[src/rtl/stack_pkg.sv]
// stack_pkg: shared encodings and sizes for the stack arbiter and its stack
package stack_pkg;
  typedef enum logic [1:0] {ST_IDLE, ST_ISSUE, ST_RESP} state_t;
  localparam logic OP_PUSH = 1'b1;
  localparam logic OP_POP = 1'b0;
  localparam int STACK_DATA_W = 16;
  localparam int STACK_DEPTH = 16;
endpackage

[src/rtl/rr_arbiter.sv]
// rr_arbiter: combinational round-robin pick of the first request at or after the pointer
module rr_arbiter #(
  parameter int NREQ = 2,
  parameter int IW = NREQ > 1 ? $clog2(NREQ) : 1
) (
  input  logic [NREQ-1:0] i_req,
  input  logic [IW-1:0]   i_ptr,
  output logic [NREQ-1:0] o_grant,
  output logic [IW-1:0]   o_idx,
  output logic            o_any
);
  logic [IW-1:0] w_j;
  always_comb begin
    o_idx = '0;
    o_any = 1'b0;
    w_j = '0;
    for (int k = NREQ - 1; k >= 0; k--) begin
      w_j = IW'((int'(i_ptr) + k) % NREQ);
      if (i_req[w_j]) begin
        o_idx = w_j;
        o_any = 1'b1;
      end
    end
    o_grant = o_any ? NREQ'(1) << o_idx : '0;
  end
endmodule

[src/rtl/stack_arbiter.sv]
// stack_arbiter: round-robin sharing of one hardware stack among NREQ requesters
module stack_arbiter
  import stack_pkg::*;
#(
  parameter int NREQ = 2,
  parameter int DATA_W = STACK_DATA_W,
  parameter int ADDR_WIDTH = 4
) (
  input  logic                   clk,
  input  logic                   rst,
  input  logic [NREQ-1:0]        req_valid,
  input  logic [NREQ-1:0]        req_op,
  input  logic [NREQ-1:0]        req_lock,
  input  logic [NREQ*DATA_W-1:0] req_data,
  output logic [NREQ-1:0]        req_ready,
  output logic [NREQ-1:0]        rsp_valid,
  input  logic [NREQ-1:0]        rsp_ready,
  output logic [DATA_W-1:0]      rsp_data,
  output logic                   rsp_err,
  output logic [ADDR_WIDTH-1:0]  level,
  output logic                   stk_enable,
  output logic                   stk_op,
  output logic [DATA_W-1:0]      stk_din,
  input  logic [DATA_W-1:0]      stk_dout,
  input  logic                   stk_full,
  input  logic                   stk_empty
);
  localparam int IW = NREQ > 1 ? $clog2(NREQ) : 1;
  state_t r_state;
  logic [IW-1:0] r_ptr, r_id, w_idx;
  logic r_lock, r_op, r_err, w_any, w_illegal;
  logic [DATA_W-1:0] r_data;
  logic [ADDR_WIDTH-1:0] r_level;
  logic [NREQ-1:0] w_mask, w_grant;
  // r_id doubles as the lock owner: while locked only the owner can be accepted
  assign w_mask = r_lock ? req_valid & (NREQ'(1) << r_id) : req_valid;
  rr_arbiter #(.NREQ(NREQ), .IW(IW)) u_rr (
    .i_req(w_mask), .i_ptr(r_ptr), .o_grant(w_grant), .o_idx(w_idx), .o_any(w_any)
  );
  assign w_illegal = (r_op == OP_PUSH) ? stk_full : stk_empty;
  assign req_ready = (r_state == ST_IDLE) ? w_grant : '0;
  assign rsp_valid = (r_state == ST_RESP) ? NREQ'(1) << r_id : '0;
  assign rsp_data = (r_state == ST_RESP && !r_err && r_op == OP_POP) ? stk_dout : '0;
  assign rsp_err = (r_state == ST_RESP) && r_err;
  assign level = r_level;
  assign stk_enable = (r_state == ST_ISSUE) && !w_illegal;
  assign stk_op = stk_enable && r_op;
  assign stk_din = stk_enable ? r_data : '0;
  always_ff @(posedge clk) begin
    if (rst) begin
      r_state <= ST_IDLE;
      r_ptr <= '0;
      r_id <= '0;
      r_lock <= 1'b0;
      r_op <= 1'b0;
      r_err <= 1'b0;
      r_data <= '0;
      r_level <= '0;
    end else begin
      case (r_state)
        ST_IDLE: if (w_any) begin
          r_state <= ST_ISSUE;
          r_op <= req_op[w_idx];
          r_data <= req_data[w_idx*DATA_W +: DATA_W];
          r_lock <= req_lock[w_idx];
          r_id <= w_idx;
          r_ptr <= (int'(w_idx) == NREQ - 1) ? '0 : w_idx + 1'b1;
        end
        ST_ISSUE: begin
          r_state <= ST_RESP;
          r_err <= w_illegal;
          if (!w_illegal) r_level <= (r_op == OP_PUSH) ? r_level + 1'b1 : r_level - 1'b1;
        end
        ST_RESP: if (rsp_ready[r_id]) r_state <= ST_IDLE;
        default: r_state <= ST_IDLE;
      endcase
    end
  end
endmodule
[config.mk]
export PLATFORM = sky130hd
export DESIGN_NAME = stack_arbiter
export DESIGN_NICKNAME = d
export VERILOG_FILES = /design/src/rtl/stack_pkg.sv /design/src/rtl/rr_arbiter.sv /design/src/rtl/stack_arbiter.sv
export SDC_FILE = /design/constraint.sdc
export NUM_CORES = 1
export LEC_CHECK = 0
export CELL_PAD_IN_SITES_DETAIL_PLACEMENT = 1
export CELL_PAD_IN_SITES_GLOBAL_PLACEMENT = 2
export CORE_UTILIZATION = 20
export DETAILED_ROUTE_END_ITERATION = 16
export GPL_ROUTABILITY_DRIVEN = 0
export MAX_ROUTING_LAYER = met4
export PLACE_DENSITY_LB_ADDON = 0.1
export RECOVER_POWER = 100
export SETUP_SLACK_MARGIN = 0.02
export SYNTH_ARGS = -nofsm -noshare
export SYNTH_HDL_FRONTEND = slang
export SYNTH_SLANG_ARGS = --single-unit
[constraint.sdc]
create_clock -name clk -period 3.46 [get_ports clk]
set_clock_uncertainty 0.15 [all_clocks]
set_input_delay 0.692 -clock clk [delete_from_list [all_inputs] [get_ports clk]]
set_output_delay 0.692 -clock clk [all_outputs]
set_load 0.01 [all_outputs]
==> Implementation_results.wiki, run 1 <==
{| class="wikitable"
! Metric !! Value
|-
| Final total negative setup slack || 0 ps
|-
| All-Layer GR Usage || between 10% and 20%
|-
| Longest Clk Path Bufs || 2
|-
| Aggregate routed wire length || between 4000 and 5000 um
|-
| CTS Hold Buffers Added || 0
|-
| Clk root buf || clkbuf_8
|-
| Net count after synthesis || 228
|-
| DR iter-0 viols || 17
|-
| Shortest period the worst path allows || ~3300 ps
|-
| Register clock-pin slew on the reported worst setup and hold paths || 90 ps
|-
| Yosys top cell by area || dfxtp_1
|-
| TritonCTS clock tree || yes
|-
| Yosys cell types || 35
|-
| Number of input and output port buffers inserted || 102
|-
| Final std cells w/o fill || 367
|-
| Wire length of the first global-routing pass || 7800 um
|-
| Antenna viol nets, final || 0
|-
| Arrival time of the worst setup path || 2510 ps
|-
| Startpoint type of the worst setup path || input pin
|-
| Post-CTS Repair Setup Buffers || 0
|-
| Ports || 103
|-
| Sinks on the clock net || 27
|-
| Post-Synthesis Cells || ~170
|-
| Area of all sequential standard cells || around 540 um2
|-
| Top cell type's share of synthesized area || a little over a third
|-
| Static power due to leakage || roughly 1.1 nW
|-
| Cells resized by post-CTS repair || 0
|-
| RSZ-0062 raised after global routing || no
|-
| Count of state elements after synthesis || 27
|-
| Die outline height || 90.1 um
|-
| Max Fclk || ~300 MHz
|-
| Worst slew pin tran || 648 ps
|-
| Effective utilization at floorplan || 21.1%
|-
| Class of the worst hold path || reg2reg
|-
| DIE AREA || between 0.008 and 0.009 mm2
|-
| Routed metal-1 wirelength || 2370 um
|-
| Netlist area before placement || roughly 0.0016 mm2
|-
| Most common cell in the netlist || and2_1
|-
| Required time of the critical path || 2620 ps
|-
| Fraction of registers with async set or reset after synthesis || 0%
|-
| Drt drc || 0
|-
| Power per standard cell area || 317 mW/mm2
|-
| Critical Setup Path Class || in2out
|-
| Peak supply drop || 145 uV
|-
| CTS Buf Count || 3
|-
| Area of the core || 0.00737 mm2
|-
| Area Growth Syn to Fin || 74.6%
|-
| Post-synthesis sequential area ratio || 34.8%
|-
| Most instantiated flip-flop cell in the synthesis netlist || dfxtp_1
|-
| Maximum number of pins on one net before global-route repair || 22
|-
| Biggest fanout along the worst timing path || 21
|-
| Number of enable-type register cells in the synthesized netlist || 0
|-
| Filler cell count || 855
|-
| Area taken by multi-input logic gates || around 920 um2
|-
| Number of endpoints failing setup at the final stage || 0
|-
| Global-route congestion overflow total || 0
|-
| Count of placed standard cells including taps || 363
|-
| Met2 WL || 2230 um
|-
| Run status || finished clean
|-
| Initial antenna violation count || 0
|-
| Clock insertion delay at the later pin of the skew report || 270 ps
|-
| # nets final || 332
|-
| Chip width || around 90 um
|-
| Max Slew Vio Count || 0
|-
| Syn_area_per_cell || about 9.4 um2
|-
| Commonest cells in the netlist || 51 x and2_1, 27 x dfxtp_1, 11 x nor2_1
|-
| Vias in the first global route || between 1500 and 2000
|-
| CTS H-tree lvls || 1
|-
| Post-route fraction of the period consumed by the critical path || 96.8%
|-
| HPWL after DPL || approximately 3800 um
|-
| Most area-consuming cells after synthesis || dfxtp_1 35%, and2_1 21%, a221o_1 6.4%, a221o_2 5.1%, nor2_1 2.7%
|-
| Via Count || 1600
|-
| Met3 layer wire length in the routed design || 321 um
|-
| Wire per inst || approximately 14 um
|-
| Hold Violations, Final || 0
|-
| Highest metal layer with signal wires || met4
|-
| Yosys synthesis warning count || 0
|-
| Number of vias per cell after detailed routing || 4.36
|-
| Share of layout cells above drive strength 1 || under 10%
|-
| Capturing element type of the critical path || output pin
|-
| Antenna diode count || 0
|-
| Slew margin rel. || 56.8%
|-
| Max Cap Violations || 0
|-
| Iteration count of the initial detailed-routing pass || 4
|-
| # rows || 31
|}
layout make-up:
class                   count  area share, %
well taps                  99           4.57
multi-input cells         126           33.8
repair buffers            110           39.9
flip-flops and latches     27           19.9
clock buffers               4           1.66
inverters                   1          0.138
sequential cells by signal, summed over array words and instances, names as in the netlist:
register / cells
r_state: 2
r_op: 1
r_err: 1
r_data: 16
r_lock: 1
r_id: 1
level: 4
r_ptr: 1
per-layer routing:
layer  global-route usage, %  vias to the layer above
li1                        -                      784
met1                    15.7                      738
met2                    19.8                       73
met3                    2.62                        5
met4                    2.82                        0
met5                       -                        -
power by group:
group          total (mW)  switching (mW)  leakage [nW]  internal [mW]
clock network       0.177          0.0950        0.0228         0.0824
registers           0.388          0.0353         0.222          0.353
logic               0.295           0.114         0.850          0.182
total               0.861           0.244          1.10          0.617
worst paths after layout:
kind | cells after the start | slack [ps] | to | from
worst max-delay path | 6 | 110 | stk_din[6] | stk_empty
worst max register to register | 5 | 1200 | r_data[14] | r_state[1]
worst min-delay path | 1 | 330 | r_data[9] | r_data[9]
worst min register to register | 1 | 330 | r_data[9] | r_data[9]
placed cells by master (no fill, tap or decap):
| cell type | count |
|---|---|
| xnor2_1 | 2 |
| a21boi_1 | 1 |
| or3b_4 | 2 |
| o221ai_1 | 1 |
| nor3_1 | 5 |
| mux2i_1 | 4 |
| a211oi_2 | 1 |
| a22oi_1 | 1 |
| clkdlybuf4s50_1 | 73 |
| nor2b_1 | 4 |
| ha_1 | 2 |
| and2b_1 | 2 |
| and2_1 | 27 |
| a221o_1 | 10 |
| o31ai_1 | 1 |
| buf_12 | 1 |
| dlygate4sd3_1 | 29 |
| dfxtp_1 | 27 |
| a21oi_1 | 5 |
| nor4b_1 | 1 |
| nor4_1 | 1 |
| inv_1 | 1 |
| buf_4 | 4 |
| clkbuf_1 | 4 |
| nor3b_1 | 3 |
| fa_1 | 1 |
| nand2b_1 | 2 |
| or2b_1 | 1 |
| a21o_1 | 1 |
| a221o_2 | 7 |
| nor2_1 | 11 |
| nand2_1 | 1 |
| mux2_2 | 1 |
| and2_0 | 24 |
| nor3b_2 | 1 |
| a211oi_1 | 2 |
| and3b_2 | 1 |
| clkbuf_8 | 3 |
logic make-up after synthesis:
| logic type | after synthesis | share of synthesized area, % |
|---|---|---|
| AOI/OAI and AO/OA | 30 | 17.4 |
| DFF | 27 | 34.8 |
| and+or+nand+nor | 86 | 35.2 |
| xor gates and xnor gates | 2 | 1.13 |
| muxes | 5 | 3.30 |
| buffers and inverters | 12 | 5.24 |
| adders and majority gates | 3 | 2.90 |
metrics by stage:
stage,cell area (um2),setup slack [ps],total power [mW],util (%),hold WS [ps]
after floorplan,1550,1040,0.548,-,297
after global placement,2690,168,0.710,36.5,310
after detailed placement,2690,154,0.711,36.5,316
after CTS,2740,145,0.898,37.1,339
after global routing,2710,47.2,0.920,36.8,348
final,2710,110,0.861,36.8,333
critical path: stages:
cell and delay, ps:
clkdlybuf4s50_1 420, nor2b_1 150, a211oi_2 270, buf_12 210
and2_1 130, dlygate4sd3_1 620
Note: power is estimated with default switching activity, not from simulation.
==> run 2: changes to the inputs <==
--- a/config.mk
+++ b/config.mk
@@ -7,9 +7,11 @@
 export LEC_CHECK = 0
 export CELL_PAD_IN_SITES_DETAIL_PLACEMENT = 1
 export CELL_PAD_IN_SITES_GLOBAL_PLACEMENT = 2
+export CORE_MARGIN = 5
 export CORE_UTILIZATION = 20
 export DETAILED_ROUTE_END_ITERATION = 16
 export GPL_ROUTABILITY_DRIVEN = 0
+export HOLD_SLACK_MARGIN = 0.15
 export MAX_ROUTING_LAYER = met4
 export PLACE_DENSITY_LB_ADDON = 0.1
 export RECOVER_POWER = 100
==> Implementation_results.wiki, run 2 (synthesis gave the netlist of run 1 again) <==
{| class="wikitable"
! Metric !! Value
|-
| RSZ-0062 raised after global routing || no
|-
| Slew margin rel. || 43.6% (-13 points)
|-
| Post-route fraction of the period consumed by the critical path || 96.9% (+0.12 points)
|-
| R2r worst-path depth || 6 (+1)
|-
| Global-route congestion overflow total || 0 (unchanged)
|-
| All-Layer GR Usage || 11.3% (-1.0 points)
|-
| Delay of the slowest cell on the worst path || 610 ps (about the same)
|-
| TritonCTS clock tree || yes
|-
| Most frequent cells in the layout || 78 x clkdlybuf4s50_1, 39 x and2_1, 27 x dfxtp_1
|-
| Worst slew pin tran || 845 ps (+197 ps)
|-
| Reg-to-Reg End || r_data[0]
|-
| Share of layout cells above drive strength 1 || 8.21% (+0.37 points)
|-
| Antenna diode count || 0 (unchanged)
|-
| Area Growth Syn to Fin || 74.8% (about the same)
|-
| Number of input and output port buffers inserted || 102 (unchanged)
|-
| Overall power || 0.869 mW (+0.91%)
|-
| Static power due to leakage || 1.10 nW (+0.23%)
|-
| Reg-to-Reg Start || r_state[1]
|-
| Number of cells on the critical path || 6 (unchanged)
|-
| Wire per inst || 14.1 um (+4.3%)
|-
| Number of vias per cell after detailed routing || 4.28 (-1.9%)
|-
| Ports || 103 (unchanged)
|-
| # rows || 32 (+3.2%)
|-
| Maximum number of pins on one net before global-route repair || 18 (-18%)
|-
| Max FFs per register || 16 (unchanged)
|-
| Critical Setup Path Class || in2out
|-
| Wire length of the first global-routing pass || 8590 um (+10%)
|-
| Class of the worst hold path || reg2reg
|-
| Drt drc || 0 (unchanged)
|-
| Effective utilization at floorplan || 20.3% (-0.77 points)
|-
| Number of endpoints failing setup at the final stage || 0 (unchanged)
|-
| HPWL after DPL || 4170 um (+9.4%)
|-
| Critical Path Slowest Stage Cell || dlygate4sd3_1
|-
| DIE AREA || 0.00963 mm2 (+19%)
|-
| Number of buffers and inverters on the critical path || 3 (unchanged)
|-
| Terminating pin of the worst hold path || r_data[10]
|-
| CTS H-tree lvls || 1 (unchanged)
|-
| Vias in the first global route || 1714 (+8.4%)
|-
| Launch point of the worst hold path || r_data[10]
|-
| Sinks on the clock net || 27 (unchanged)
|-
| Shortest period the worst path allows || 3350 ps (+3.99 ps)
|-
| Filler cell count || 899 (+5.1%)
|-
| Longest Clk Path Bufs || 2 (unchanged)
|-
| Via Count || 1582 (-1.1%)
|-
| Most common library cell in the layout ignoring fill and taps || clkdlybuf4s50_1
|-
| Run status || finished clean
|-
| Area of the core || 0.00765 mm2 (+3.8%)
|-
| Kind of cell adding the most delay to the critical path || buffers and inverters
|-
| Cells resized by post-CTS repair || 0 (unchanged)
|-
| Power per standard cell area || 320 mW/mm2 (+0.82%)
|-
| Arrival time of the worst setup path || 2510 ps (about the same)
|-
| # nets final || 332 (unchanged)
|-
| Clock insertion delay at the later pin of the skew report || 270 ps (about the same)
|-
| Required time of the critical path || 2620 ps (about the same)
|-
| Antenna viol nets, final || 0 (unchanged)
|-
| Startpoint type of the worst setup path || input pin
|-
| Hold Violations, Final || 0 (unchanged)
|-
| Cell breakdown of the critical path || clkdlybuf4s50_1, nor2b_1, a211oi_1, buf_4, and2_1, dlygate4sd3_1
|-
| Peak supply drop || 132 uV (-8.7%)
|-
| Max Slew Vio Count || 0 (unchanged)
|-
| Capturing element type of the critical path || output pin
|-
| Max Cap Violations || 0 (unchanged)
|-
| Initial antenna violation count || 0 (unchanged)
|-
| Biggest fanout along the worst timing path || 14 (-33%)
|-
| Aggregate routed wire length || 5220 um (+5.1%)
|-
| Iteration count of the initial detailed-routing pass || 4 (unchanged)
|-
| Final total negative setup slack || 0 ps (unchanged)
|-
| Chip width || 98.1 um (+8.9%)
|-
| Post-CTS Repair Setup Buffers || 0 (unchanged)
|-
| DR iter-0 viols || 21 (+4)
|-
| Top reg by flops || r_data
|-
| CTS Buf Count || 3 (unchanged)
|-
| Register-to-register path setup slack || 990 ps (-210 ps)
|-
| Max Fclk || 298 MHz (-0.12%)
|-
| CTS Hold Buffers Added || 0 (unchanged)
|-
| Clk root buf || clkbuf_8
|-
| Die outline height || 98.1 um (+8.9%)
|-
| Hold path cells || 1 (unchanged)
|-
| Register clock-pin slew on the reported worst setup and hold paths || 100 ps (about the same)
|}
==> run 2: changes by cell type in the layout (fill, tap and decap cells not counted) <==
cell / change
buf_12: -1
clkdlybuf4s50_1: +5
and2_1: +12
dlygate4sd3_1: -5
clkbuf_4: +1
clkbuf_1: -1
nor4b_1: -1
and2_0: -12
nor4b_4: +1
clkbuf_2: +1
a211oi_2: -1
a211oi_1: +1
==> run 2: how the worst max path moves through the flow <==
| stage | start | end |
|---|---|---|
| floorplan | stk_empty | stk_din[10] |
| CTS | req_valid[1] | req_ready[1] |
| detailed placement | req_valid[1] | req_ready[1] |
| global placement | req_valid[0] | req_ready[0] |
| finish | stk_empty | stk_din[13] |
| global route | stk_empty | stk_din[10] |
==> run 2: layout make-up <==
| class | instances | area (um2) | area share [%] |
|---|---|---|---|
| inverter | 1 | 3.75 | 0.138 |
| sequential | 27 | 541 | 19.9 |
| tap | 102 | 128 | 4.70 |
| clock buffer | 4 | 45.0 | 1.66 |
| multi-input combinational | 126 | 926 | 34.1 |
| timing repair buffer | 110 | 1070 | 39.5 |
==> run 2: through the flow <==
stage                     instances  instance area, um2  hold WS [ps]  util (%)  setup WS [ps]
after detailed placement        366                2680           320      35.1            126
after global placement          366                2680           312      35.1            176
final                           370                2710           336      35.5            106
after global routing            370                2710           356      35.5           33.6
after floorplan                 165                1550           297         -           1040
after CTS                       370                2730           343      35.7            128
==> run 2: report_power, final <==
group / internal, mW / leakage, nW / switching, mW
Clock: 0.0826 / 0.0228 / 0.103
Combinational: 0.181 / 0.853 / 0.114
Sequential: 0.353 / 0.222 / 0.0354
Total: 0.617 / 1.10 / 0.252
==> run 2: layer usage <==
layer,part of all wire [%],global-route usage (%),vias to the layer above
li1,-,-,785
met2,44,18.4,73
met4,0.56,2.56,0
met1,48,14.0,722
met5,0,-,-
met3,6.9,2.93,2
==> run 3: changes to the inputs <==
--- a/config.mk
+++ b/config.mk
@@ -14,7 +14,7 @@
 export HOLD_SLACK_MARGIN = 0.15
 export MAX_ROUTING_LAYER = met4
 export PLACE_DENSITY_LB_ADDON = 0.1
-export RECOVER_POWER = 100
+export RECOVER_POWER = 25
 export SETUP_SLACK_MARGIN = 0.02
 export SYNTH_ARGS = -nofsm -noshare
 export SYNTH_HDL_FRONTEND = slang
==> Implementation_results.wiki, run 3 (synthesis gave the netlist of run 1 again) <==
{| class="wikitable"
! Metric !! Value
|-
| Max Cap Violations || 0 (unchanged)
|-
| Most frequent cells in the layout || 97 x clkdlybuf4s50_1, 51 x and2_1, 27 x dfxtp_1
|-
| CTS H-tree lvls || 1 (unchanged)
|-
| Power per standard cell area || 322 mW/mm2 (+0.49%)
|-
| Wire per inst || 14.2 um (+0.25%)
|-
| Post-CTS Repair Setup Buffers || 0 (unchanged)
|-
| Area of the core || 0.00765 mm2 (unchanged)
|-
| Die outline height || 98.1 um (unchanged)
|-
| # rows || 32 (unchanged)
|-
| Antenna diode count || 0 (unchanged)
|-
| # nets final || 332 (unchanged)
|-
| Antenna viol nets, final || 0 (unchanged)
|-
| Biggest fanout along the worst timing path || 14 (unchanged)
|-
| Number of endpoints failing setup at the final stage || 0 (unchanged)
|-
| Sinks on the clock net || 27 (unchanged)
|-
| Number of vias per cell after detailed routing || 4.28 (+0.13%)
|-
| Utilization after layout || 35.6% (+0.082 points)
|-
| Final total negative setup slack || 0 ps (unchanged)
|-
| Maximum number of pins on one net before global-route repair || 18 (unchanged)
|-
| Final std cells w/o fill || 370 (unchanged)
|-
| Area Growth Syn to Fin || 75.2%
|-
| Required time of the critical path || 2620 ps (about the same)
|-
| Post-route fraction of the period consumed by the critical path || 96.1% (-0.88 points)
|-
| Iteration count of the initial detailed-routing pass || 4 (unchanged)
|-
| Max FFs per register || 16 (unchanged)
|-
| RSZ-0062 raised after global routing || no
|-
| Longest Clk Path Bufs || 2 (unchanged)
|-
| HPWL after DPL || 4170 um (unchanged)
|-
| Critical Setup Path Class || in2out
|-
| Area taken by multi-input logic gates || 926 um2 (unchanged)
|-
| TritonCTS clock tree || yes
|-
| Worst Setup Slack, final || 137 ps (+30.5 ps)
|-
| Dpl ws || 126 ps (unchanged)
|-
| Capturing element type of the critical path || output pin
|-
| Overall power || 0.875 mW (+0.72%)
|-
| Arrival time of the worst setup path || 2480 ps (-30 ps)
|-
| Class of the worst hold path || reg2reg
|-
| Register clock-pin slew on the reported worst setup and hold paths || 100 ps (about the same)
|-
| Drt drc || 0 (unchanged)
|-
| Via Count || 1584 (+0.13%)
|-
| Slew margin rel. || 42.2% (-1.4 points)
|-
| Max Fclk || 301 MHz (+0.92%)
|-
| Worst slew pin tran || 867 ps (+21.4 ps)
|-
| All-Layer GR Usage || 11.3% (unchanged)
|-
| Ports || 103 (unchanged)
|-
| Cells resized by post-CTS repair || 0 (unchanged)
|-
| Most common library cell in the layout ignoring fill and taps || clkdlybuf4s50_1
|-
| Count of placed standard cells including taps || 366 (unchanged)
|-
| Area of all sequential standard cells || 541 um2 (unchanged)
|-
| Static power due to leakage || 1.05 nW (-4.1%)
|-
| CTS Hold Buffers Added || 0 (unchanged)
|-
| Vias in the first global route || 1714 (unchanged)
|-
| Initial antenna violation count || 0 (unchanged)
|-
| Hold Violations, Final || 0 (unchanged)
|-
| Startpoint type of the worst setup path || input pin
|-
| DR iter-0 viols || 19 (-9.5%)
|-
| Clk root buf || clkbuf_8
|-
| Share of layout cells above drive strength 1 || 8.58% (+0.37 points)
|-
| Max Slew Vio Count || 0 (unchanged)
|-
| Clock insertion delay at the later pin of the skew report || 270 ps (about the same)
|-
| Top reg by flops || r_data
|-
| Shortest period the worst path allows || 3320 ps (-30.5 ps)
|-
| Wire length of the first global-routing pass || 8590 um (unchanged)
|-
| Run status || finished clean
|-
| Chip width || 98.1 um (unchanged)
|-
| Peak supply drop || 132 uV (about the same)
|-
| Number of input and output port buffers inserted || 102 (unchanged)
|-
| Effective utilization at floorplan || 20.3% (unchanged)
|-
| DIE AREA || 0.00963 mm2 (unchanged)
|-
| Global-route congestion overflow total || 0 (unchanged)
|-
| Aggregate routed wire length || 5240 um (+0.25%)
|-
| CTS Buf Count || 3 (unchanged)
|-
| Filler cell count || 900 (+0.11%)
|}
-- run 3: cell types whose count changed in the layout (fill, tap and decap cells not counted) --
cell | before | now
dlygate4sd3_1 | 24 | 5
buf_4 | 4 | 6
clkbuf_2 | 1 | 0
and2_0 | 12 | 0
and2_1 | 39 | 51
clkbuf_1 | 3 | 2
clkdlybuf4s50_1 | 78 | 97
-- run 3: critical path, stage by stage --
cell and delay [ps]:
clkdlybuf4s50_1 420, nor2b_1 130, a211oi_1 250, buf_4 270
and2_1 150, clkdlybuf4s50_1 560
-- run 3: final timing paths --
check / slack (ps) / from / depth (start not counted) / endpoint
min: 340 / r_data[10] / 1 / r_data[10]
min reg2reg: 340 / r_data[10] / 1 / r_data[10]
max: 140 / stk_empty / 6 / stk_din[14]
max reg2reg: 970 / r_state[1] / 6 / r_data[0]
-- run 3: area by class of cell --
| class | instances | area share, % |
|---|---|---|
| Inverter | 1 | 0.138 |
| Tap cell | 102 | 4.69 |
| Timing Repair Buffer | 110 | 39.6 |
| Clock buffer | 4 | 1.66 |
| Multi-Input combinational cell | 126 | 34.0 |
| Sequential cell | 27 | 19.9 |
-- run 3: metal layers --
metal	vias to the layer above	GRT usage [%]	share of wire, %
li1	785	-	-
met1	724	14.0	49
met2	73	18.4	44
met3	2	2.93	6.9
met4	0	2.56	0.55
met5	-	-	0
-- run 3: power by group --
group	total (mW)	switching (mW)	internal [mW]
sequential	0.388	0.0355	0.353
combinational	0.302	0.115	0.187
clock	0.184	0.102	0.0826
total	0.875	0.252	0.623
-- run 3: stage by stage --
stage / cell area [um2] / hold slack, ps
after floorplan: 1550 / 297
after global placement: 2680 / 312
after detailed placement: 2680 / 320
after CTS: 2730 / 343
after global routing: 2720 / 356
final: 2720 / 336
